File: src/rtl/branch_checkpoint_table.sv
// Age-ordered circular table of branch recovery checkpoints. Allocates at rename,
// retires resolved entries in order, and on a misprediction squashes the branch and
// everything younger, then emits a one-cycle restore packet and a configurable stall.
module branch_checkpoint_table #(
    parameter int unsigned CP_NUM         = 4,
    parameter int unsigned AL_SIZE        = 64,
    parameter int unsigned PHYS_REGS      = 64,
    parameter int unsigned ARCH_REGS      = 32,
    parameter int unsigned RECOVER_CYCLES = 1,
    localparam int unsigned CP_IDX = $clog2(CP_NUM),
    localparam int unsigned AL_IDX = $clog2(AL_SIZE),
    localparam int unsigned PR_IDX = $clog2(PHYS_REGS),
    localparam int unsigned MAP_W  = ARCH_REGS * PR_IDX
) (
    input  logic              clk,
    input  logic              rst,
    input  logic              flush,
    input  logic              alloc_valid,
    output logic              alloc_ready,
    input  logic [AL_IDX-1:0] alloc_branch_id,
    input  logic              alloc_color,
    input  logic              alloc_ds,
    input  logic [PR_IDX-1:0] alloc_free_head,
    input  logic [MAP_W-1:0]  alloc_map,
    output logic [CP_IDX-1:0] alloc_tag,
    input  logic              res_valid,
    input  logic [CP_IDX-1:0] res_tag,
    input  logic              res_miss,
    output logic              recover_valid,
    output logic [CP_IDX-1:0] recover_tag,
    output logic [PR_IDX-1:0] recover_free_head,
    output logic [MAP_W-1:0]  recover_map,
    output logic [AL_IDX-1:0] recover_youngest,
    output logic              recover_color,
    output logic              busy,
    output logic [CP_IDX:0]   count,
    output logic              full,
    output logic              empty
);

    localparam int unsigned CntW      = CP_IDX + 1;
    localparam int unsigned StallW    = (RECOVER_CYCLES > 1) ? $clog2(RECOVER_CYCLES) : 1;
    localparam int unsigned StallInit = (RECOVER_CYCLES > 0) ? RECOVER_CYCLES - 1 : 0;

    typedef enum logic [1:0] {StIdle, StRecover, StStall} state_e;

    state_e              state_q, state_d;
    logic [StallW-1:0]   stall_cnt_q, stall_cnt_d;
    logic [CP_NUM-1:0]   valid_q, valid_d, done_q, done_d;
    logic [CP_IDX-1:0]   head_q, head_d, tail_q, tail_d;
    logic [CntW-1:0]     count_q, count_d;

    // Payload storage
    logic [AL_IDX-1:0]   bid_q   [CP_NUM];
    logic [PR_IDX-1:0]   fhead_q [CP_NUM];
    logic [MAP_W-1:0]    map_q   [CP_NUM];
    logic [CP_NUM-1:0]   color_q, ds_q;

    // Restore packet registers
    logic [CP_IDX-1:0]   rec_tag_q;
    logic [PR_IDX-1:0]   rec_fhead_q;
    logic [MAP_W-1:0]    rec_map_q;
    logic [AL_IDX-1:0]   rec_young_q;
    logic                rec_color_q;

    logic                miss, resolve_ok, retire, miss_retire, alloc_fire;
    logic [CP_IDX-1:0]   miss_age;
    logic [AL_IDX:0]     rec_sum;

    assign full        = (count_q == CntW'(CP_NUM));
    assign empty       = (count_q == '0);
    assign count       = count_q;
    assign alloc_tag   = tail_q;
    assign busy        = (state_q != StIdle);

    assign miss        = res_valid && res_miss && valid_q[res_tag];
    assign resolve_ok  = res_valid && !res_miss && valid_q[res_tag];
    assign retire      = valid_q[head_q] && done_q[head_q];
    assign miss_retire = retire && (head_q != res_tag);
    assign miss_age    = res_tag - head_q;
    assign alloc_ready = (state_q == StIdle) && !full && !(res_valid && res_miss) && !flush;
    assign alloc_fire  = alloc_valid && alloc_ready;

    // Youngest pointer wraps around the active list; the carry out flips the color.
    assign rec_sum = {1'b0, bid_q[res_tag]} + (AL_IDX+1)'(1) + (AL_IDX+1)'(ds_q[res_tag]);

    assign recover_valid     = (state_q == StRecover);
    assign recover_tag       = rec_tag_q;
    assign recover_free_head = rec_fhead_q;
    assign recover_map       = rec_map_q;
    assign recover_youngest  = rec_young_q;
    assign recover_color     = rec_color_q;

    // Next-state for occupancy, pointers and per-entry valid/done flags
    always_comb begin
        valid_d = valid_q;
        done_d  = done_q;
        head_d  = head_q;
        tail_d  = tail_q;
        count_d = count_q;
        if (flush) begin
            valid_d = '0;
            done_d  = '0;
            head_d  = '0;
            tail_d  = '0;
            count_d = '0;
        end else if (miss) begin
            // Age relative to head: everything at or beyond the mispredicted branch dies.
            for (int i = 0; i < CP_NUM; i++) begin
                if (CP_IDX'(CP_IDX'(i) - head_q) >= miss_age) begin
                    valid_d[i] = 1'b0;
                    done_d[i]  = 1'b0;
                end
            end
            if (miss_retire) begin
                valid_d[head_q] = 1'b0;
                done_d[head_q]  = 1'b0;
                head_d          = head_q + CP_IDX'(1);
            end
            tail_d  = res_tag;
            count_d = {1'b0, miss_age} - CntW'(miss_retire);
        end else begin
            if (resolve_ok) begin
                done_d[res_tag] = 1'b1;
            end
            if (retire) begin
                valid_d[head_q] = 1'b0;
                done_d[head_q]  = 1'b0;
                head_d          = head_q + CP_IDX'(1);
            end
            if (alloc_fire) begin
                valid_d[tail_q] = 1'b1;
                done_d[tail_q]  = 1'b0;
                tail_d          = tail_q + CP_IDX'(1);
            end
            count_d = count_q + CntW'(alloc_fire) - CntW'(retire);
        end
    end

    // Recovery FSM next-state and stall countdown
    always_comb begin
        state_d     = state_q;
        stall_cnt_d = stall_cnt_q;
        if (flush) begin
            state_d     = StIdle;
            stall_cnt_d = '0;
        end else if (miss) begin
            state_d = StRecover;
        end else begin
            unique case (state_q)
                StIdle: begin
                    state_d = StIdle;
                end
                StRecover: begin
                    if (RECOVER_CYCLES > 0) begin
                        state_d     = StStall;
                        stall_cnt_d = StallW'(StallInit);
                    end else begin
                        state_d = StIdle;
                    end
                end
                StStall: begin
                    if (stall_cnt_q == '0) begin
                        state_d = StIdle;
                    end else begin
                        stall_cnt_d = stall_cnt_q - StallW'(1);
                    end
                end
                default: begin
                    state_d = StIdle;
                end
            endcase
        end
    end

    // Control state registers
    always_ff @(posedge clk or posedge rst) begin
        if (rst) begin
            state_q     <= StIdle;
            stall_cnt_q <= '0;
            valid_q     <= '0;
            done_q      <= '0;
            head_q      <= '0;
            tail_q      <= '0;
            count_q     <= '0;
        end else begin
            state_q     <= state_d;
            stall_cnt_q <= stall_cnt_d;
            valid_q     <= valid_d;
            done_q      <= done_d;
            head_q      <= head_d;
            tail_q      <= tail_d;
            count_q     <= count_d;
        end
    end

    // Restore packet capture on an accepted mispredict
    always_ff @(posedge clk or posedge rst) begin
        if (rst) begin
            rec_tag_q   <= '0;
            rec_fhead_q <= '0;
            rec_map_q   <= '0;
            rec_young_q <= '0;
            rec_color_q <= 1'b0;
        end else if (!flush && miss) begin
            rec_tag_q   <= res_tag;
            rec_fhead_q <= fhead_q[res_tag];
            rec_map_q   <= map_q[res_tag];
            rec_young_q <= rec_sum[AL_IDX-1:0];
            rec_color_q <= color_q[res_tag] ^ rec_sum[AL_IDX];
        end
    end

    // Payload write at tail on an accepted allocation; payload needs no reset
    always_ff @(posedge clk) begin
        if (alloc_fire) begin
            bid_q[tail_q]   <= alloc_branch_id;
            fhead_q[tail_q] <= alloc_free_head;
            map_q[tail_q]   <= alloc_map;
            color_q[tail_q] <= alloc_color;
            ds_q[tail_q]    <= alloc_ds;
        end
    end

endmodule
File: config.mk
export PLATFORM = sky130hd
export DESIGN_NAME = branch_checkpoint_table
export DESIGN_NICKNAME = d
export VERILOG_FILES = /design/src/rtl/branch_checkpoint_table.sv
export SDC_FILE = /design/constraint.sdc
export NUM_CORES = 1
export LEC_CHECK = 0
export BUFFER_PORTS_ARGS = -buffer_cell sky130_fd_sc_hd__clkbuf_2
export CORE_MARGIN = 2
export CORE_UTILIZATION = 55
export CTS_BUF_LIST = sky130_fd_sc_hd__clkbuf_2 sky130_fd_sc_hd__clkbuf_4 sky130_fd_sc_hd__clkbuf_8
export DETAILED_ROUTE_END_ITERATION = 10
export MAX_ROUTING_LAYER = met4
export PLACE_DENSITY_LB_ADDON = 0.2
export SYNTH_ARGS = -nofsm -noshare
export SYNTH_HDL_FRONTEND = slang
export SYNTH_SLANG_ARGS = --single-unit
File: constraint.sdc
create_clock -name clk -period 16.15 [get_ports clk]
set_input_delay 3.23 -clock clk [delete_from_list [all_inputs] [get_ports clk]]
set_output_delay 3.23 -clock clk [all_outputs]
set_load 0.05 [all_outputs]
# Yosys cells after proc, flatten, opt, wreduce, memory -nomap -nowiden
# Memories as Yosys holds them, arrays and structs flattened. A register that Yosys moved wholly into a read port is not among the register bits.
# Index checks and enable logic that the tools add are counted.
# Widths: inputs -> output; s select.
# classes
n_addsub,13
order_cmp,10
eq_ne,7
mux,78
bitwise,10
reduce_logical,26
# op_table
op,count
$mux 4,17
$mux 1,37
$and 4x4->4,5
$mux 2,10
$logic_and 1x1->1,14
$bmux 1 s2,5
$lt 2x3->1 const B,3
$reduce_bool 3->1,3
$bwmux 4,2
$ge 2x2->1,4
$not 4->4,2
$or 4x4->4,2
$add 6x1->7 const B,1
$add 7x1->7,1
$demux 1 s2,3
$ge 2x1->1 const B,3
$mux 3,2
$add 2x1->2 const B,2
$logic_not 1->1,4
$ne 4x4->1 const B,1
$pmux 2 s2,1
$reduce_and 2->1,2
$sub 1x2->2 const A,2
$sub 2x2->2 const A,2
16 further kinds,16
# totals
regBits,35
ram_bits,816
in_bits,214
out_inout_bits,217
mem_count,3
# mem_list
memory,depth,word_bits,rd,rd_ports_with_merged_regs,wr,line,text
map_q,4,192,1,1,1,56,logic [MAP_W-1:0] map_q [CP_NUM];
bid_q,4,6,1,0,1,54,logic [AL_IDX-1:0] bid_q [CP_NUM];
fhead_q,4,6,1,1,1,55,logic [PR_IDX-1:0] fhead_q [CP_NUM];

# Logic depth before layout (Yosys ltp)
# logic_depth
depth_word,16
mapped_depth,14

# Worst setup path before layout
# No wires, ideal clock.
# synth_path
path_type,input -> register
start,in flush
end,reg done_q[3]
setup_time_ps,341
t_arrival_ps,8620
t_required_ps,15809
slack_ps,7189
cell_stages,7
n_path_buf,2
path_cell_list,buf_2 -> a2111oi_0 -> and3_1 -> buf_2 -> nand2_1 -> inv_1 -> o32ai_1
# synth_between
elab_chain_len,6
# synth_rtl
item,line,text
start: declaration,17,"input logic flush,"
$logic_not 1->1,81,assign alloc_ready = (state_q == StIdle) && !full && !(res_valid && res_miss) && !flush;
$logic_and 1x1->1,81,
$logic_and 1x1->1,82,assign alloc_fire = alloc_valid && alloc_ready;
$mux 4,131,if (alloc_fire) begin
$mux 4,107,end else if (miss) begin
$mux 4 *,101,if (flush) begin
via done_d[3],49,"logic [CP_NUM-1:0] valid_q, valid_d, done_q, done_d;"
end signal: assignment,190,done_q <= done_d;
end: declaration,49,
# The timed path passes the listed nets; every way through them passes the cells marked *.
# A chain may end at the register's enable or synchronous reset.

# Worst setup path after layout
# layout_path
start,in flush
end,out alloc_ready
# layout_between
elab_chain_len,2
# layout_rtl
item,line,text
$logic_not 1->1,81,
$logic_and 1x1->1,81,
end: declaration,19,"output logic alloc_ready,"
# No other way between the ends.

==> run_results.csv <==
group,metric,value,unit
synthesis,yosys.area.top_type_share,63.3,%
die,die_h,271,µm
hold_path,hold_path_class,"register to register",
layout,finalInstanceArea,45700,µm²
critical_path,path_max_fanout,10,
layout,finalNetCount,2887,
clock_tree,cts.reportedPaths.clkPinSlew,50,ps
clock_tree,numCtsBuffers,165,
clock_tree,clock-root-buffer,"clkbuf_8",
synthesis,yosysMostFrequentCell,"edfxtp_1",
routing,drc,0,
synthesis,syn_nets,2366,
clock_tree,ctsLongestPathBuffers,3,
placed_design,place_congestion,0.839,
sta,rsz0062_at_grt,"no",
placed_design,dpl_cell_area,42100,µm²
sta,hold_violations,0,
power,switchingPower,1.84,mW
power,combPwrFrac,14.7,%
routing,dr.pass1.iters,5,
sta,relSlewSlack,27.3,%
synthesis,syn_avg_cell_area,18.4,µm²
synthesis,yosys_warnings,0,
power,clock_power_share,36.1,%
sta,fmax,130,MHz
global_route,antenna_found_initial,19,
synthesis,yosysTopAreaCell,"edfxtp_1",
synthesis,async_flop_share,21.4,%
layout,area_delta_synth_final,16.8,%
routing,num_vias,20500,
critical_path,worstPathRequired,12920,ps
global_route,grt_pass1_vias,21600,
global_route,grt_use_total,23.9,%
outcome,outcome,"finished, final reports clean",
synthesis,ys_top_cells_by_area,"edfxtp_1 63%, dfrtp_1 14%, mux4_2 12%",
die,initial_core_util,55.7,%
clock_tree,cts_resized,0,
routing,antenna_left,0,
synthesis,synth-edff-count,824,
power,ir_drop,0.0000957,V
critical_path,arrival,4440,ps
critical_path,r2r_cells,6,
synthesis,synth_cell_types,44,
die,num_rows,97,
power,p_total,6.47,mW
sta,tns,0,ps
synthesis,synth_area,39100,µm²
power,p_int,4.64,mW
die,die_w,271,µm
routing,drt_wl_total,83200,µm
sta,skew,33.3,ps
sta,hold_ws,471,ps
placed_design,pre_cts_ws,8530,ps
power,p_leak,17.8,nW
clock_tree,cts_tree,"yes",
synthesis,synth_common_cells,"824 x edfxtp_1, 618 x nand2_1, 224 x dfrtp_1",
power,power_density,142,nW/µm²
run,maxCapViolCount,0,
die,core-area,70100,µm²
sta,setup_viol,0,
global_route,grt.overflow.total,0,
sta,final-max-slew-violation-count,0,
clock_tree,clock_sinks,1048,
critical_path,path_class,"input pin to output pin",
clock_tree,post_cts_buffers,0,
synthesis,syn_inst,2130,
power,swShare,28.4,%
sta,worstMarginPinSlew,1090,ps
hold_path,holdPathStages,2,
sta,fin_ws,8480,ps
synthesis,ys.flop_type,"edfxtp_1",
placed_design,dp_hpwl,46700,µm
sta,period_share,47.5,%
layout,drive_above_1_share,34.9,%
power,seqPwrFrac,49.2,%
clock_tree,holdBufCountCts,0,
global_route,grt_max_degree,107,
critical_path,start_kind,"input pin",
critical_path,endpoint_kind,"output pin",
die,io-pin-count,431,
placed_design,portBuffers,430,
sta,period_needed,7670,ps
clock_tree,clkLatencyLatePin,810,ps
routing,avgViaCountPerCell,5.45,
clock_tree,htree_levels,4,
routing,drt_iter0_drc,1435,
synthesis,synth_seq_cells,1048,
die,die_area,73200,µm²
global_route,grt_pass1_wl,127000,µm
synthesis,ys_seq_area_share,77.6,%
routing,wl_per_cell,22.2,µm
## logic make-up (layout without fill, tap and decap cells)
kind of cell,Yosys count,in the layout,share of synthesized area (%)
flip-flops,1048,1048,77.6
AO/OA/AOI/OAI,50,50,0.947
adder cells (fa/ha/maj),22,22,0.723
buffers and inverters,131,795,1.86
AND/OR/NAND/NOR,658,658,6.54
other,0,20,0
multiplexers,213,213,12.1
XOR/XNOR,8,8,0.179
## power by group through the flow
stage	logic, mW	clock network [mW]	registers (mW)
final	0.952	2.34	3.19
after global routing	1.01	2.51	3.20
after CTS	0.963	2.39	3.19
after detailed placement	0.962	0	3.24
after floorplan	0.227	0	3.68
after global placement	0.948	0	3.23
## final timing paths
| kind | from | endpoint | slack [ps] |
|---|---|---|---|
| max | flush | alloc_ready | 8480 |
| max reg2reg | valid_q[3] | valid_q[0] | 12360 |
| min reg2reg | recover_map[19] | recover_map[19] | 470 |
| min in group asynchronous | rst | recover_map[175] | 2630 |
| max in group asynchronous | rst | recover_map[127] | 11870 |
| min | recover_map[19] | recover_map[19] | 470 |
## final cells by class
| class | instances | area, µm² |
|---|---|---|
| antenna | 20 | 50.0 |
| clock buffer | 279 | 3260 |
| clock inverter | 31 | 293 |
| fill | 4961 | 24500 |
| inverter | 35 | 174 |
| multi-input combinational | 951 | 8030 |
| sequential | 1048 | 30300 |
| tap | 940 | 1180 |
| timing repair buffer | 450 | 2320 |
## metal layers
metal	global-route usage (%)	wire, µm
met5	-	0
met1	29.1	32400
met3	7.24	6450
met2	38.2	42400
met4	8.74	1950
## critical path, stage by stage
cell and delay, ps:
clkbuf_2 180, a2111oi_0 560, and2_1 200, clkbuf_2 270
## layout by cell type (no fill, tap or decap), drive strengths merged, types with 14 or more instances in the layout
master  synthesis  layout
edfxtp        824     824
buf            74      22
ha             21      21
clkinv          0      18
mux4          208     208
dfrtp         224     224
o21ai          14      14
inv            35      41
diode           0      20
clkbuf         22     707
nand2         619     619
## metrics by stage
stage / cells / util [%]
final: 3754 / 65.1
after global routing: 3753 / 65.1
after CTS: 3734 / 65.0
after detailed placement: 3424 / 59.9
after global placement: 3424 / 59.9
after floorplan: 2130 / -
## flip-flops by register name, indices dropped and copies added, names as in the netlist, 6 cells and up
signal and flops:
recover_free_head 6, bid_q 24, fhead_q 24, recover_map 192, recover_youngest 6, map_q 768
(Power assumes the default switching activity.)
